[config.mk]
export PLATFORM = sky130hd
export DESIGN_NAME = execute_stage
export DESIGN_NICKNAME = d
export VERILOG_FILES = /design/src/rtl/execute_stage.sv
export SDC_FILE = /design/constraint.sdc
export NUM_CORES = 1
export LEC_CHECK = 0
export BUFFER_PORTS_ARGS = -buffer_cell sky130_fd_sc_hd__buf_2
export CAP_MARGIN = 10
export CORE_MARGIN = 2
export CORE_UTILIZATION = 27
export DETAILED_ROUTE_END_ITERATION = 10
export PLACE_DENSITY = 0.52
export SLEW_MARGIN = 30
export SYNTH_ARGS = -nofsm -noshare
export SYNTH_HDL_FRONTEND = slang
export SYNTH_SLANG_ARGS = --single-unit
[constraint.sdc]
create_clock -name clk -period 6.9 [get_ports clk]
set_clock_uncertainty 0.15 [all_clocks]
set_input_delay 2.07 -clock clk [delete_from_list [all_inputs] [get_ports clk]]
set_output_delay 2.07 -clock clk [all_outputs]
set_load 0.05 [all_outputs]
[src/rtl/execute_stage.sv]
// Execute stage: operand muxing, ALU, iterative shift-add multiplier and the
// EX/MEM output register with pass-through control fields.
// Optional build macro EXEC_FAST_MUL_EN: when defined, ALUop 111 is a
// single-cycle combinational multiply and the multiplier FSM stays in IDLE.
//
// Handshake: stall_out=1 tells the ID/EX register to hold its contents; an
// instruction presented on the inputs is consumed on a posedge where stall_out
// is 0. stall_in=1 from downstream freezes the output register (it keeps
// presenting the same result), and flush_in squashes whatever EX holds.
module execute_stage #(
    parameter int DATA_W = 16,
    parameter int REG_W  = 4
) (
    input  logic              clk,
    input  logic              rst_n,
    input  logic              wbs_in,
    input  logic              mm_in,
    input  logic [2:0]        ALUop_in,
    input  logic              wm_in,
    input  logic              am_in,
    input  logic              ni_in,
    input  logic              wme_in,
    input  logic              alu_mux_in,
    input  logic              alu_mux1_in,
    input  logic [REG_W-1:0]  reg_dest_in,
    input  logic [DATA_W-1:0] srcA_in,
    input  logic [DATA_W-1:0] srcB_in,
    input  logic [DATA_W-1:0] imm_in,
    input  logic [DATA_W-1:0] fwd_in,
    input  logic              stall_in,
    input  logic              flush_in,
    output logic              stall_out,
    output logic              valid_out,
    output logic [DATA_W-1:0] result_out,
    output logic [DATA_W-1:0] store_data_out,
    output logic              zero_out,
    output logic              neg_out,
    output logic              wbs_out,
    output logic              mm_out,
    output logic              wm_out,
    output logic              am_out,
    output logic              wme_out,
    output logic [REG_W-1:0]  reg_dest_out
);

    localparam int CNT_W = $clog2(DATA_W);

    typedef enum logic [1:0] {IDLE, MUL_BUSY, MUL_DONE} state_t;

    state_t             state_q, state_d;
    logic [DATA_W-1:0]  a_op, b_op, alu_res, load_res;
    logic [DATA_W-1:0]  mul_a_q, mul_b_q, mul_acc_q;
    logic [CNT_W-1:0]   mul_cnt_q;
    logic               start, ld_en, ld_bubble, mul_step;

    assign a_op = alu_mux1_in ? fwd_in : srcA_in;
    assign b_op = alu_mux_in  ? imm_in : srcB_in;

`ifdef EXEC_FAST_MUL_EN
    assign start = 1'b0;
`else
    assign start = (state_q == IDLE) && (ALUop_in == 3'b111) && !ni_in
                   && !stall_in && !flush_in;
`endif

    // ALU result for the instruction currently presented by ID/EX
    always_comb begin
        alu_res = '0;
        case (ALUop_in)
            3'b000: alu_res = a_op + b_op;
            3'b001: alu_res = a_op - b_op;
            3'b010: alu_res = a_op & b_op;
            3'b011: alu_res = a_op | b_op;
            3'b100: alu_res = a_op ^ b_op;
            3'b101: alu_res = a_op << b_op[3:0];
            3'b110: alu_res = a_op >> b_op[3:0];
`ifdef EXEC_FAST_MUL_EN
            default: alu_res = a_op * b_op;
`else
            // the iterative path supplies the product; start cycle loads a bubble
            default: alu_res = '0;
`endif
        endcase
    end

    // Next state, output-register load control and upstream stall
    always_comb begin
        state_d   = state_q;
        ld_en     = 1'b0;
        ld_bubble = 1'b0;
        load_res  = alu_res;
        mul_step  = 1'b0;
        stall_out = stall_in;
        case (state_q)
            IDLE: begin
                stall_out = stall_in | start;
                if (start) begin
                    ld_en     = 1'b1;
                    ld_bubble = 1'b1;
                    state_d   = MUL_BUSY;
                end else if (!stall_in) begin
                    ld_en     = 1'b1;
                    ld_bubble = ni_in;
                end
            end
            MUL_BUSY: begin
                stall_out = 1'b1;
                mul_step  = 1'b1;
                if (mul_cnt_q == CNT_W'(DATA_W - 1)) state_d = MUL_DONE;
            end
            MUL_DONE: begin
                load_res = mul_acc_q;
                if (!stall_in) begin
                    ld_en   = 1'b1;
                    state_d = IDLE;
                end
            end
            default: state_d = IDLE;
        endcase
        // a flush overrides stall and FSM: squash EX and drop any multiply
        if (flush_in) begin
            state_d   = IDLE;
            ld_en     = 1'b1;
            ld_bubble = 1'b1;
            mul_step  = 1'b0;
            stall_out = stall_in;
        end
    end

    // FSM state register
    always_ff @(posedge clk) begin
        if (!rst_n) state_q <= IDLE;
        else        state_q <= state_d;
    end

    // Shift-add multiplier: add A when B's LSB is set, then shift A up and B down
    always_ff @(posedge clk) begin
        if (!rst_n) begin
            mul_a_q   <= '0;
            mul_b_q   <= '0;
            mul_acc_q <= '0;
            mul_cnt_q <= '0;
        end else if (start) begin
            mul_a_q   <= a_op;
            mul_b_q   <= b_op;
            mul_acc_q <= '0;
            mul_cnt_q <= '0;
        end else if (mul_step) begin
            mul_acc_q <= mul_acc_q + (mul_b_q[0] ? mul_a_q : '0);
            mul_a_q   <= mul_a_q << 1;
            mul_b_q   <= mul_b_q >> 1;
            mul_cnt_q <= mul_cnt_q + 1'b1;
        end
    end

    // EX/MEM output register; bubbles clear valid and all control fields
    always_ff @(posedge clk) begin
        if (!rst_n) begin
            valid_out      <= 1'b0;
            result_out     <= '0;
            store_data_out <= '0;
            zero_out       <= 1'b0;
            neg_out        <= 1'b0;
            wbs_out        <= 1'b0;
            mm_out         <= 1'b0;
            wm_out         <= 1'b0;
            am_out         <= 1'b0;
            wme_out        <= 1'b0;
            reg_dest_out   <= '0;
        end else if (ld_en) begin
            result_out     <= load_res;
            store_data_out <= srcB_in;
            zero_out       <= (load_res == '0);
            neg_out        <= load_res[DATA_W-1];
            if (ld_bubble) begin
                valid_out    <= 1'b0;
                wbs_out      <= 1'b0;
                mm_out       <= 1'b0;
                wm_out       <= 1'b0;
                am_out       <= 1'b0;
                wme_out      <= 1'b0;
                reg_dest_out <= '0;
            end else begin
                valid_out    <= 1'b1;
                wbs_out      <= wbs_in;
                mm_out       <= mm_in;
                wm_out       <= wm_in;
                am_out       <= am_in;
                wme_out      <= wme_in;
                reg_dest_out <= reg_dest_in;
            end
        end
    end

endmodule

==> results.txt <==
row count -> 64
max cap viols -> 0
Final ANT Viol Nets -> 0
FFs w/ async S/R, synth -> 0
clock insertion delay at the later pin of the skew report -> 370 ps
Worst setup endpoint -> zero_out$_SDFFE_PN0P_
largest net degree at the start of global routing -> 66
Peak Freq -> 168.5 MHz
Setup WS post-layout -> 966.9 ps
Syn Nets -> 1257
status -> complete, no violations
number of global-route vias before repair -> 8317
cts repair resizes -> 0
core area -> 30750 sq um
Residual DRC -> 0
Critical Path End Type -> flop
Num CTS Buffers -> 9
clock tree buffer depth -> 2
GRT Overall Usage -> 0.2031
Worst Reg2Reg Path Length in Cells -> 13
Hold-fix buffers, CTS -> 0
Post-synth EDFFs -> 0
ratio of final minimum period to clock period -> 0.8599
Reg2Reg Setup Slack -> 3100 ps
peak supply drop -> 0.00008999 V
Clock transition at path regs -> 70 ps
worst reg2reg path startpoint -> mul_b_q[0]$_SDFFE_PN0P_
register area share after synthesis -> 0.2293
fillcell total -> 3321
Die H -> 181.1 um
Final setup viols -> 0
routed len/inst -> 20.97 um
Yosys Warn Count -> 0
top cell type's share of synthesized area -> 0.2293
critical path class -> in -> reg
Initial DRC Count -> 799
CTS Sinks -> 97
via/cell ratio -> 5.499
Crit. Startpoint -> alu_mux_in
sw frac -> 0.4015
CP Data Arrival Time -> 6050 ps
Clock Tree Root -> clkbuf_16
synth top area cells -> dfxtp_1 23%, ha_1 9.6%, nand2_1 8.3%, mux2i_1 4.6%, a21oi_1 3.8%
biggest area consumer among synthesized cells -> dfxtp_1
GP Congestion -> 1.005
Internal -> 1.054 mW
Yosys reg bits -> 97
CTS tree -> yes
leakage -> 4.320 nW
pre-CTS setup slack -> 647.3 ps
first-pass GRT wire length -> 51.60 mm
combinational share of power -> 0.374
CP startpoint kind -> input pin
layout cell share with drive strength beyond 1 -> 0.1815
Distinct cells, synth -> 71
Slew Viols, Final -> 0
post-layout min period -> 5933 ps
worst-path maximum fanout -> 9
initial antenna violation count -> 0
clock network fraction of total power -> 0.291
H-Tree Level Count -> 3
routed wire length -> 33.72 mm
Slew @ Worst Pin -> 903.9 ps
Starting Density -> 0.2753
commonest cells in the netlist -> 187 x nand2_1, 97 x dfxtp_1, 72 x nor2_1, 65 x a21oi_1, 65 x ha_1
Synth Instances -> 1107
sequential share of power -> 0.336
RSZ-0062 raised after global routing -> no
Worst R2R End -> mul_acc_q[15]$_SDFFE_PP0P_
Hold Fails Final Rpt -> 0
drt pass-1 iters -> 6
DIE AREA -> 32790 sq um
net switching power -> 706.9 uW
ant diodes -> 0
I/O Buffers -> 127
Vias -> 8842
mapped cell area -> 8467 sq um
Final TNS setup -> 0 ps
post-DP HPWL -> 25.69 mm
area delta synth->final -> 16.36%
gr ovfl total -> 0
layout net count -> 1357
top-count cell post-synth -> nand2_1
Chip Width -> 181.1 um
post-CTS setup buffers -> 0
I/O pin cnt -> 128
Critical Path RT -> 7020 ps
pwr dens -> 178.7 nW/um^2
Min-Delay Path Class -> reg -> reg
Syn Area/Cell -> 7.648 sq um
Primary FF master, synth -> dfxtp_1
Worst slew margin -> 0.3947
worst max-delay path, cell delays in order:
cell	delay, ps
buf_2	300
mux2i_4	450
nand3_1	200
nor4_2	240
buf_4	180
nor2_1	50
xnor2_1	150
ha_1	340
a21oi_1	200
nand2_1	70
o21ai_0	370
o21ai_0	240
xor2_1	190
a221oi_1	360
nor2_1	70
nor4_1	190
nand4b_1	160
o31ai_2	210
worst min path at each step:
stage	start	end	cells after the start
2_1_floorplan	mul_b_q[13]$_SDFFE_PN0P_	mul_b_q[13]$_SDFFE_PN0P_	2
3_3_place_gp	store_data_out[0]$_SDFFE_PN0P_	store_data_out[0]$_SDFFE_PN0P_	2
3_5_place_dp	store_data_out[9]$_SDFFE_PN0P_	store_data_out[9]$_SDFFE_PN0P_	2
4_1_cts	store_data_out[9]$_SDFFE_PN0P_	store_data_out[9]$_SDFFE_PN0P_	2
5_1_grt	store_data_out[15]$_SDFFE_PN0P_	store_data_out[15]$_SDFFE_PN0P_	2
6_report	store_data_out[9]$_SDFFE_PN0P_	store_data_out[9]$_SDFFE_PN0P_	2
per-layer routing:
layer	up-vias	wire [um]	share of wire	track usage
met5	-	0	0	0
met4	0	1415	0.042	0.09528
met3	88	2754	0.082	0.04011
met2	399	14530	0.43	0.3126
met1	4163	15020	0.45	0.2724
li1	4192	-	-	-
power by group through the flow:
| stage | clock (mW) | sequential (mW) | combinational [mW] |
|---|---|---|---|
| floorplan | 0 | 0.664 | 0.368 |
| global placement | 0 | 0.604 | 0.646 |
| detailed placement | 0 | 0.604 | 0.640 |
| CTS | 0.524 | 0.591 | 0.644 |
| global route | 0.549 | 0.593 | 0.701 |
| finish | 0.512 | 0.591 | 0.658 |
flip-flops by register name, indices dropped and copies added (netlist names):
name / count
wm_out: 1
mul_b_q: 16
store_data_out: 16
wbs_out: 1
valid_out: 1
wme_out: 1
mul_cnt_q: 4
mm_out: 1
mul_a_q: 16
am_out: 1
result_out: 16
zero_out: 1
mul_acc_q: 16
reg_dest_out: 4
state_q: 2
layout by cell type (no fill, tap or decap), types with 38 or more instances in the layout:
cell and n:
a21boi_0 41, a21oi_1 65, buf_2 127, dfxtp_1 97, ha_1 65, mux2i_1 38
nand2_1 187, nor2_1 70, o21ai_0 53
cell families (layout without fill, tap and decap cells):
| group | Yosys count | after routing | synth area share |
|---|---|---|---|
| adder cells (fa/ha/maj) | 67 | 67 | 0.1008 |
| flip-flops | 97 | 97 | 0.2293 |
| AO/OA/AOI/OAI | 318 | 318 | 0.2555 |
| multiplexers | 61 | 61 | 0.09487 |
| AND/OR/NAND/NOR | 415 | 415 | 0.2233 |
| XOR/XNOR | 39 | 39 | 0.04034 |
| buffers and inverters | 110 | 215 | 0.05586 |
cell type report:
cell class / instances / area (sq um) / area share
Tap cell: 396 / 495.5 / 0.05029
Multi-Input combinational cell: 900 / 6087 / 0.6179
Inverter: 39 / 146.4 / 0.01486
Clock inverter: 7 / 72.57 / 0.007366
Timing Repair Buffer: 160 / 883.3 / 0.08966
Sequential cell: 97 / 1942 / 0.1971
Clock buffer: 9 / 225.2 / 0.02286
stage by stage:
step / util / hold WS, ps / cells / power [mW] / instance area [sq um]
floorplan: - / 293.7 / 1107 / 1.032 / 8467
global placement: 0.3106 / 297.1 / 1592 / 1.250 / 9552
detailed placement: 0.3107 / 303.2 / 1592 / 1.244 / 9554
CTS: 0.3204 / 312.9 / 1608 / 1.759 / 9852
global route: 0.3204 / 336.3 / 1608 / 1.843 / 9852
finish: 0.3204 / 309.2 / 1608 / 1.761 / 9852
(Power assumes the default switching activity.)
